**config.mk**
```make
export PLATFORM = sky130hd
export DESIGN_NAME = rom_bridge_mapper
export DESIGN_NICKNAME = d
export VERILOG_FILES = /design/src/rtl/rom_bridge_mapper.sv
export SDC_FILE = /design/constraint.sdc
export NUM_CORES = 1
export LEC_CHECK = 0
export ABC_AREA = 1
export BUFFER_PORTS_ARGS = -buffer_cell sky130_fd_sc_hd__clkbuf_2
export CAP_MARGIN = 20
export CORE_ASPECT_RATIO = 1.5
export CORE_MARGIN = 3
export CORE_UTILIZATION = 39
export DETAILED_ROUTE_END_ITERATION = 8
export GPL_ROUTABILITY_DRIVEN = 0
export SYNTH_ARGS = -nofsm -noshare
export SYNTH_HDL_FRONTEND = slang
export SYNTH_SLANG_ARGS = --single-unit
```
**constraint.sdc**
```tcl
create_clock -name clk_sys -period 11.4 [get_ports clk_sys]
set_input_delay 0.57 -clock clk_sys [delete_from_list [all_inputs] [get_ports clk_sys]]
set_output_delay 0.57 -clock clk_sys [all_outputs]
set_load 0.02 [all_outputs]
```
**src/rtl/rom_bridge_mapper.sv**
```systemverilog
// rom_bridge_mapper
//
// Cartridge ROM front-end that sits between the HPS download port, the ROM
// memory controller and the console core.
//  - Download path: each ioctl write becomes a toggle-handshaked write command
//    to the memory controller. ioctl_wait stalls the host until the command is
//    acknowledged. A write that arrives while a command is still pending is
//    dropped and raises the sticky overrun flag.
//  - Size tracking: the highest written address of a download is turned into
//    a power-of-two mirror mask (rom_mask) when the download window closes.
//  - Read path: CPU word addresses are mapped either through an SSF2-style
//    bank register file (once the core has written a bank register) or
//    mirrored by rom_mask. The result is registered into rd_addr.
//
// Ports
//   clk_sys         single system clock
//   reset           synchronous, active-high core reset
//   ioctl_download  download window active
//   ioctl_wr        one-cycle write strobe from the host
//   ioctl_addr      byte address of the host write
//   ioctl_dout      host write data
//   ioctl_wait      stall request back to the host
//   wr_addr/wr_data write command to the memory controller
//   wr_req          toggle request; a command is pending while wr_req != wr_ack
//   wr_ack          toggle acknowledge from the memory controller
//   overrun         sticky flag: a host write was dropped while busy
//   map_we/a/d      bank register write from the core (entry 0 is fixed)
//   cpu_addr        CPU word address (bank select in the top BA bits)
//   rd_addr         registered physical word address
//   use_map         bank mapper engaged
//   rom_mask        word-address mirror mask of the loaded image
module rom_bridge_mapper #(
  parameter int  AW        = 25,
  parameter int  DW        = 16,
  parameter int  SWAP      = 1,
  parameter int  BANKS     = 8,
  parameter int  BANK_BITS = 6,
  parameter int  PAGE_BITS = 19,
  localparam int BA        = $clog2(BANKS),
  localparam int RW        = PAGE_BITS + BANK_BITS
) (
  input  logic                    clk_sys,
  input  logic                    reset,
  input  logic                    ioctl_download,
  input  logic                    ioctl_wr,
  input  logic [AW-1:0]           ioctl_addr,
  input  logic [DW-1:0]           ioctl_dout,
  output logic                    ioctl_wait,
  output logic [AW-1:0]           wr_addr,
  output logic [DW-1:0]           wr_data,
  output logic                    wr_req,
  input  logic                    wr_ack,
  output logic                    overrun,
  input  logic                    map_we,
  input  logic [BA-1:0]           map_a,
  input  logic [BANK_BITS-1:0]    map_d,
  input  logic [PAGE_BITS+BA-1:1] cpu_addr,
  output logic [RW-1:1]           rd_addr,
  output logic                    use_map,
  output logic [RW-1:1]           rom_mask
);

  localparam int CW = RW - 1;  // width of a physical word address

  localparam logic [0:0] IDLE = 1'b0;
  localparam logic [0:0] BUSY = 1'b1;

  logic [0:0]           state;
  logic                 wr_req_q;
  logic                 overrun_q;
  logic [AW-1:0]        wr_addr_q;
  logic [DW-1:0]        wr_data_q;
  logic [AW-1:1]        max_addr;   // highest written word index of the download
  logic                 seen;       // at least one write accepted this download
  logic                 dl_q;
  logic                 dl_q2;
  logic                 dl_rise;
  logic                 dl_fall;
  logic [DW-1:0]        din_sw;
  logic [RW-1:1]        mask_next;
  // Kept complemented so that the register's power-up value of zero reads
  // as an all-ones (full address space) mask before any image is loaded.
  logic [RW-1:1]        rom_mask_n;
  logic [BANK_BITS-1:0] bank_map [BANKS];
  logic [BA-1:0]        cpu_bank;
  logic [RW-1:1]        cpu_ext;

  // ---------------------------------------------------------------------------
  // Download data byte order
  // ---------------------------------------------------------------------------
  generate
    if (DW == 16 && SWAP != 0) begin : g_swap
      assign din_sw = {ioctl_dout[7:0], ioctl_dout[15:8]};
    end else begin : g_noswap
      assign din_sw = ioctl_dout;
    end
  endgenerate

  // ---------------------------------------------------------------------------
  // Download window edge detection. The edges are taken from the registered
  // copy of ioctl_download so both edges are acted on one cycle late.
  // ---------------------------------------------------------------------------
  assign dl_rise = dl_q & ~dl_q2;
  assign dl_fall = ~dl_q & dl_q2;

  // ---------------------------------------------------------------------------
  // Write FSM. wr_req, the write command, overrun and the size tracker are
  // deliberately outside the reset: the toggle pairing with the memory
  // controller and the loaded image must survive a core reset. They rely on
  // the power-up-to-zero of the FPGA registers instead.
  // ---------------------------------------------------------------------------
  // NOTE: sequential state is assigned with <= so every register samples the
  // pre-edge values regardless of statement order.
  always_ff @(posedge clk_sys) begin
    if (reset) begin
      state      <= IDLE;
      ioctl_wait <= 1'b0;
    end else if (dl_rise) begin
      // Re-pair the toggle and start a fresh download; a write in this same
      // cycle is intentionally ignored.
      state      <= IDLE;
      ioctl_wait <= 1'b0;
      wr_req_q   <= wr_ack;
      overrun_q  <= 1'b0;
      max_addr   <= '0;
      seen       <= 1'b0;
    end else begin
      case (state)
        IDLE: begin
          // The ack is not examined here, so a stale ack left over from a
          // reset during BUSY is simply absorbed.
          if (ioctl_wr) begin
            wr_addr_q  <= ioctl_addr;
            wr_data_q  <= din_sw;
            wr_req_q   <= ~wr_req_q;
            ioctl_wait <= 1'b1;
            state      <= BUSY;
            seen       <= 1'b1;
            if (ioctl_addr[AW-1:1] > max_addr) max_addr <= ioctl_addr[AW-1:1];
          end
        end
        BUSY: begin
          if (wr_req_q == wr_ack) begin
            ioctl_wait <= 1'b0;
            state      <= IDLE;
          end
          if (ioctl_wr) overrun_q <= 1'b1;
        end
        default: state <= IDLE;
      endcase
    end
  end

  assign wr_req  = wr_req_q;
  assign wr_addr = wr_addr_q;
  assign wr_data = wr_data_q;
  assign overrun = overrun_q;

  // ---------------------------------------------------------------------------
  // Mirror mask: bit k of the word mask is set when any byte-address bit at or
  // above k is set in the highest written address.
  // ---------------------------------------------------------------------------
  // NOTE: every variable driven here gets a default first, so no path can
  // leave it unassigned and infer a latch.
  always_comb begin
    mask_next = '0;
    for (int k = 1; k < RW; k++) begin
      mask_next[k] = |(max_addr >> (k - 1));
    end
  end

  always_ff @(posedge clk_sys) begin
    dl_q  <= ioctl_download;
    dl_q2 <= dl_q;
    // An empty download leaves the previous image's mask in place.
    if (dl_fall && seen) rom_mask_n <= ~mask_next;
  end

  assign rom_mask = ~rom_mask_n;

  // ---------------------------------------------------------------------------
  // Bank register file. Entry 0 is hard-wired to page 0.
  // ---------------------------------------------------------------------------
  // NOTE: this register file is built from flops, so it takes a reset to the
  // identity map; a block-RAM backed table could not be reset this way.
  always_ff @(posedge clk_sys) begin
    if (reset) begin
      for (int i = 0; i < BANKS; i++) bank_map[i] <= BANK_BITS'(i);
      use_map <= 1'b0;
    end else if (map_we && map_a != '0) begin
      bank_map[map_a] <= map_d;
      use_map         <= 1'b1;
    end
  end

  // ---------------------------------------------------------------------------
  // Address translation (one cycle latency)
  // ---------------------------------------------------------------------------
  assign cpu_bank = cpu_addr[PAGE_BITS+BA-1:PAGE_BITS];
  assign cpu_ext  = CW'(cpu_addr);

  always_ff @(posedge clk_sys) begin
    if (reset) begin
      rd_addr <= '0;
    end else if (use_map) begin
      rd_addr <= {bank_map[cpu_bank], cpu_addr[PAGE_BITS-1:1]};
    end else begin
      rd_addr <= cpu_ext & rom_mask;
    end
  end

endmodule

```
Word-level counts from Yosys, hierarchy flattened
Memories as Yosys holds them, arrays and structs flattened.
Cells that the tools add are included.
Widths: inputs -> output; s select.
{"block": "totals", "memories": 1, "ramBits": 48, "regBits": 121}
{"memory": "bank_map", "depth": 8, "word_bits": 6, "rd": 1, "rd_clocked_by_memory_dff": 0, "wr": 8, "line_no": "84", "text": "logic [BANK_BITS-1:0] bank_map [BANKS];"}
{"block": "op_classes", "n_mux": 23, "n_bitwise": 11, "reduce_logical": 36, "magnitude_cmp": 1, "n_eq_ne": 4}
{"op": "$mux 24", "n": 4}
{"op": "$not 24->24", "n": 2}
{"op": "$and 21x24->24", "n": 1}
{"op": "$gt 24x24->1", "n": 1}
{"op": "$reduce_or 24->1", "n": 1}
{"op": "$reduce_or 23->1", "n": 1}
{"op": "$reduce_or 22->1", "n": 1}
{"op": "$reduce_or 21->1", "n": 1}
{"op": "$reduce_or 20->1", "n": 1}
{"op": "$reduce_or 19->1", "n": 1}
{"op": "$reduce_or 18->1", "n": 1}
{"op": "$reduce_or 17->1", "n": 1}
{"op": "$reduce_or 16->1", "n": 1}
{"op": "$mux 1", "n": 15}
{"op": "$reduce_or 15->1", "n": 1}
{"op": "$reduce_or 14->1", "n": 1}
{"op": "$reduce_or 13->1", "n": 1}
{"op": "$reduce_or 12->1", "n": 1}
{"op": "$reduce_or 6->1", "n": 2}
{"op": "$reduce_or 11->1", "n": 1}
{"op": "$reduce_or 10->1", "n": 1}
{"op": "$reduce_or 9->1", "n": 1}
{"op": "$reduce_and 4->1", "n": 2}
{"op": "$reduce_or 8->1", "n": 1}
{"op": "18 further kinds", "n": 31}

Longest topological paths before layout
{"block": "depth", "word_depth": 7, "mapped_depth": 13, "ltp_nobuf": 13}

Worst setup path after synthesis
OpenSTA, ideal clock, no wires.
{"block": "synth_path", "kind": "input -> register", "from": "input port ioctl_wr", "to": "register wr_addr_q[0] (netlist: wr_addr[0]), enable pin", "path_stages": 4, "arrival_ps": 3575, "setup_ps": 491, "path_slack_ps": 7334, "t_required_ps": 10909, "cell_sequence": "inv_1 -> nor2_1 -> inv_1 -> nor3_1"}
{"block": "synth_between", "elab_chain_len": 1}
{"element": "start: declaration", "line_no": "45", "text": "input logic ioctl_wr,"}
{"element": "$reduce_and 4->1 (no source line)"}
{"element": "end signal: assignment", "line_no": "133", "text": "wr_addr_q <= ioctl_addr;"}
{"element": "end: declaration", "line_no": "71", "text": "logic [AW-1:0] wr_addr_q;"}
Every way passes these cells.
A chain may end at the register's enable or synchronous reset.

Final worst setup path
{"block": "layout_path", "from": "register dl_q", "to": "register max_addr[12] (netlist name), enable pin"}
{"block": "layout_between", "elab_chain_len": 3, "elab_cells_between_ends": 5, "classes_between": "eq/ne (1); bitwise (1); reduce/logical (3)"}
{"element": "start: declaration", "line_no": "75", "text": "logic dl_q;"}
{"element": "start signal: assignment", "line_no": "173", "text": "dl_q <= ioctl_download;"}
{"element": "$and 1x1->1 (*)", "line_no": "103", "text": "assign dl_rise = dl_q & ~dl_q2;"}
{"element": "$ne 2x1->1 (no source line) or $reduce_bool 2->1 (tied branches)"}
{"element": "$reduce_and 4->1 (no source line) (*)"}
{"element": "end signal: assignment", "line_no": "139", "text": "if (ioctl_addr[AW-1:1] > max_addr) max_addr <= ioctl_addr[AW-1:1];"}
{"element": "end: declaration", "line_no": "73", "text": "logic [AW-1:1] max_addr;"}
Mark *: on every way between the ends. The rest lies on a longest branch, timed or not.

==> metrics.txt <==
Synth async-reset ratio=0%; worst skew pair latency=around 0.42 ns; Root Driver=clkbuf_16; fin crit period=roughly 2.2 ns; initial antenna violation count=1; PortBufs=about 170; DRT Wirelength=between 15 and 20 mm; I/O pins=170; CTS tree=built; Data required, critical path=~11 ns; total track usage=between 10% and 20%; Yosys reg bits=about 170; Hold Path Class=in2reg; htree depth=4; layout overhead on the synthesized area=24.2%; PwrDens=about 160 nW/um^2; Final Core Density=49.8%; maximum VDD drop=0.104 mV; Yosys cell types=32; DR pass1 iterations=6; largest net degree at the start of global routing=42; startpoint types=register; leading post-synthesis cells by cell area=edfxtp_1 (60%), dfxtp_1 (8.3%), nor2_1 (6.2%); n_diodes=0; DR vias=around 5000; CTS Buf Count=17; Hold Buf Count CTS=0; Worst-path clk slew=approximately 0.060 ns; Routed Antenna Nets=0; layout cells sized above 1=between 20% and 30%; die area=19700 um^2; Syn. warnings=0; total grt overflow=0; f_max=~0.45 GHz; post-synthesis cell area=7020 um^2; Slew Limit Fails=0; vias in the first global route=between 5000 and 6000; core area=~17000 um^2; RSZ-0062 raised after global routing=false; critical path class=reg2reg; Leak=a little under 4 nW; Nets=slightly above 900; vias per cell=about 4.7; Initial Util=between 40% and 50%; first-pass GRT wire length=about 26 mm; worst-path fanout max=28; Worst-Margin Slew=approximately 0.83 ns; DIE WIDTH=approximately 120 um; Commonest cells post-synth=edfxtp_1 (140), nor2_1 (116), inv_1 (115), nand2_1 (91), a21oi_1 (34); area leader, netlist=edfxtp_1; max-cap violations=0; status=finished, final reports clean; number of remaining DRC errors=0; Worst EP arrival=roughly 2.3 ns; most common cell in the netlist=edfxtp_1; Rel. slew slack=approximately 45%; Post-DP HPWL=between 10 and 15 mm; 1st-iter DRT viols=~270; CTS sink cnt=~170; Cell Rows=59; Synth Flop Type=edfxtp_1; fin crit share=19.6%; clock skew=between 0.009 and 0.01 ns; Yosys top cell area share=59.9%; register area share after synthesis=around two thirds; Clock Path Buffers=2; Hold Vio Cnt, Final=0; EDFF count, synth=140; Finish-stage setup viols=0; Resized cells post-CTS=0; Die Height=around 170 um; crit end category=register; Avg WL per Cell=between 15 and 20 um; cell count after synthesis=approximately 650; Setup Buffers After CTS=0; Syn Area/Cell=10.9 um^2; setup TNS=0 ns
-- cell families (layout without fill, tap and decap cells) --
| kind of cell | count (synthesis) | after routing | share of synthesized area (%) |
|---|---|---|---|
| AND/OR/NAND/NOR | 242 | 242 | 14.4 |
| flip-flops | 169 | 169 | 68.2 |
| buffers and inverters | 131 | 322 | 7.08 |
| AO/OA/AOI/OAI | 76 | 76 | 5.74 |
| adder cells (fa/ha/maj) | 24 | 24 | 4.28 |
| other | 1 | 6 | 0.0534 |
| XOR/XNOR | 1 | 1 | 0.125 |
| multiplexers | 1 | 1 | 0.143 |
-- per-layer routing --
| metal | vias to the layer above | track usage, % | wire length, um |
|---|---|---|---|
| met2 | 188 | 30.6 | 8340 |
| met1 | 2274 | 18.6 | 6250 |
| met4 | 2 | 9.60 | 720 |
| met3 | 48 | 5.02 | 1100 |
| met5 | - | 0 | 9 |
| li1 | 2481 | - | - |
-- where the power goes --
part           internal, mW  switching, mW  leakage, nW
sequential            0.700         0.0113         1.60
combinational        0.0388         0.0824         2.01
clock                 0.348          0.221        0.283
total                  1.09          0.315         3.89
-- through the flow --
stage	worst slack [ns]	cells	power, mW	hold slack, ns	instance area (um^2)
floorplan	7.33	650	0.795	0.351	7040
global placement	8.96	1022	0.846	0.379	8140
detailed placement	8.94	1022	0.847	0.380	8140
CTS	9.12	1054	1.42	0.242	8720
global route	8.92	1054	1.46	0.242	8720
finish	9.17	1054	1.40	0.256	8720
-- cells in the final DEF, fill, tap and decap left out, types with 2 or more instances in the layout --
master,n
clkbuf_2,169
edfxtp_1,140
inv_1,115
nor2_1,115
nand2_1,91
a21oi_1,33
dfxtp_1,29
o21ai_0,27
ha_1,24
clkbuf_16,17
nand3_1,8
o22ai_1,8
conb_1,6
nor3_1,5
nor4_1,5
buf_4,5
nor2_2,4
clkbuf_1,4
nand2_2,3
nor2_4,3
nand4_1,3
clkinv_2,3
bufinv_16,3
nor3_2,2
o21ai_1,2
o211ai_1,2
clkinv_1,2
-- worst paths after layout --
| check | end | from | cells past startpoint | slack, ns |
|---|---|---|---|---|
| worst min register to register | dl_q2$_DFF_P_ | dl_q$_DFF_P_ | 0 | 0.40 |
| worst min-delay path | dl_q$_DFF_P_ | ioctl_download | 1 | 0.26 |
| worst max-delay path | max_addr[12]$_SDFFCE_PP0P_ | dl_q$_DFF_P_ | 8 | 9.17 |
| worst max register to register | max_addr[12]$_SDFFCE_PP0P_ | dl_q$_DFF_P_ | 8 | 9.17 |
-- critical path: stages, from the launching register on --
cell     delay (ns)
dfxtp_1        0.38
inv_1          0.06
nor2_2         0.07
buf_4          0.30
inv_1          0.22
a21oi_1        0.33
inv_1          0.10
a21oi_2        0.11
buf_4          0.31
-- state kept, by name (all words and copies together), names as in the netlist --
name and count:
dl_q2 1, ioctl_wait 1, state 1, max_addr 24, wr_req 1, seen 1
rd_addr 24, rom_mask_n 24, overrun 1, wr_addr 25, use_map 1, wr_data 16
bank_map 48, dl_q 1
-- cell type report --
cell class | count | area (um^2)
clock inverter | 10 | 129
inverter | 116 | 435
multi-input combinational | 350 | 1770
fill | 1581 | 8770
timing repair buffer | 174 | 883
tap | 213 | 267
clock buffer | 22 | 454
sequential | 169 | 4780
No activity file was read; power rests on OpenSTA's default activity.
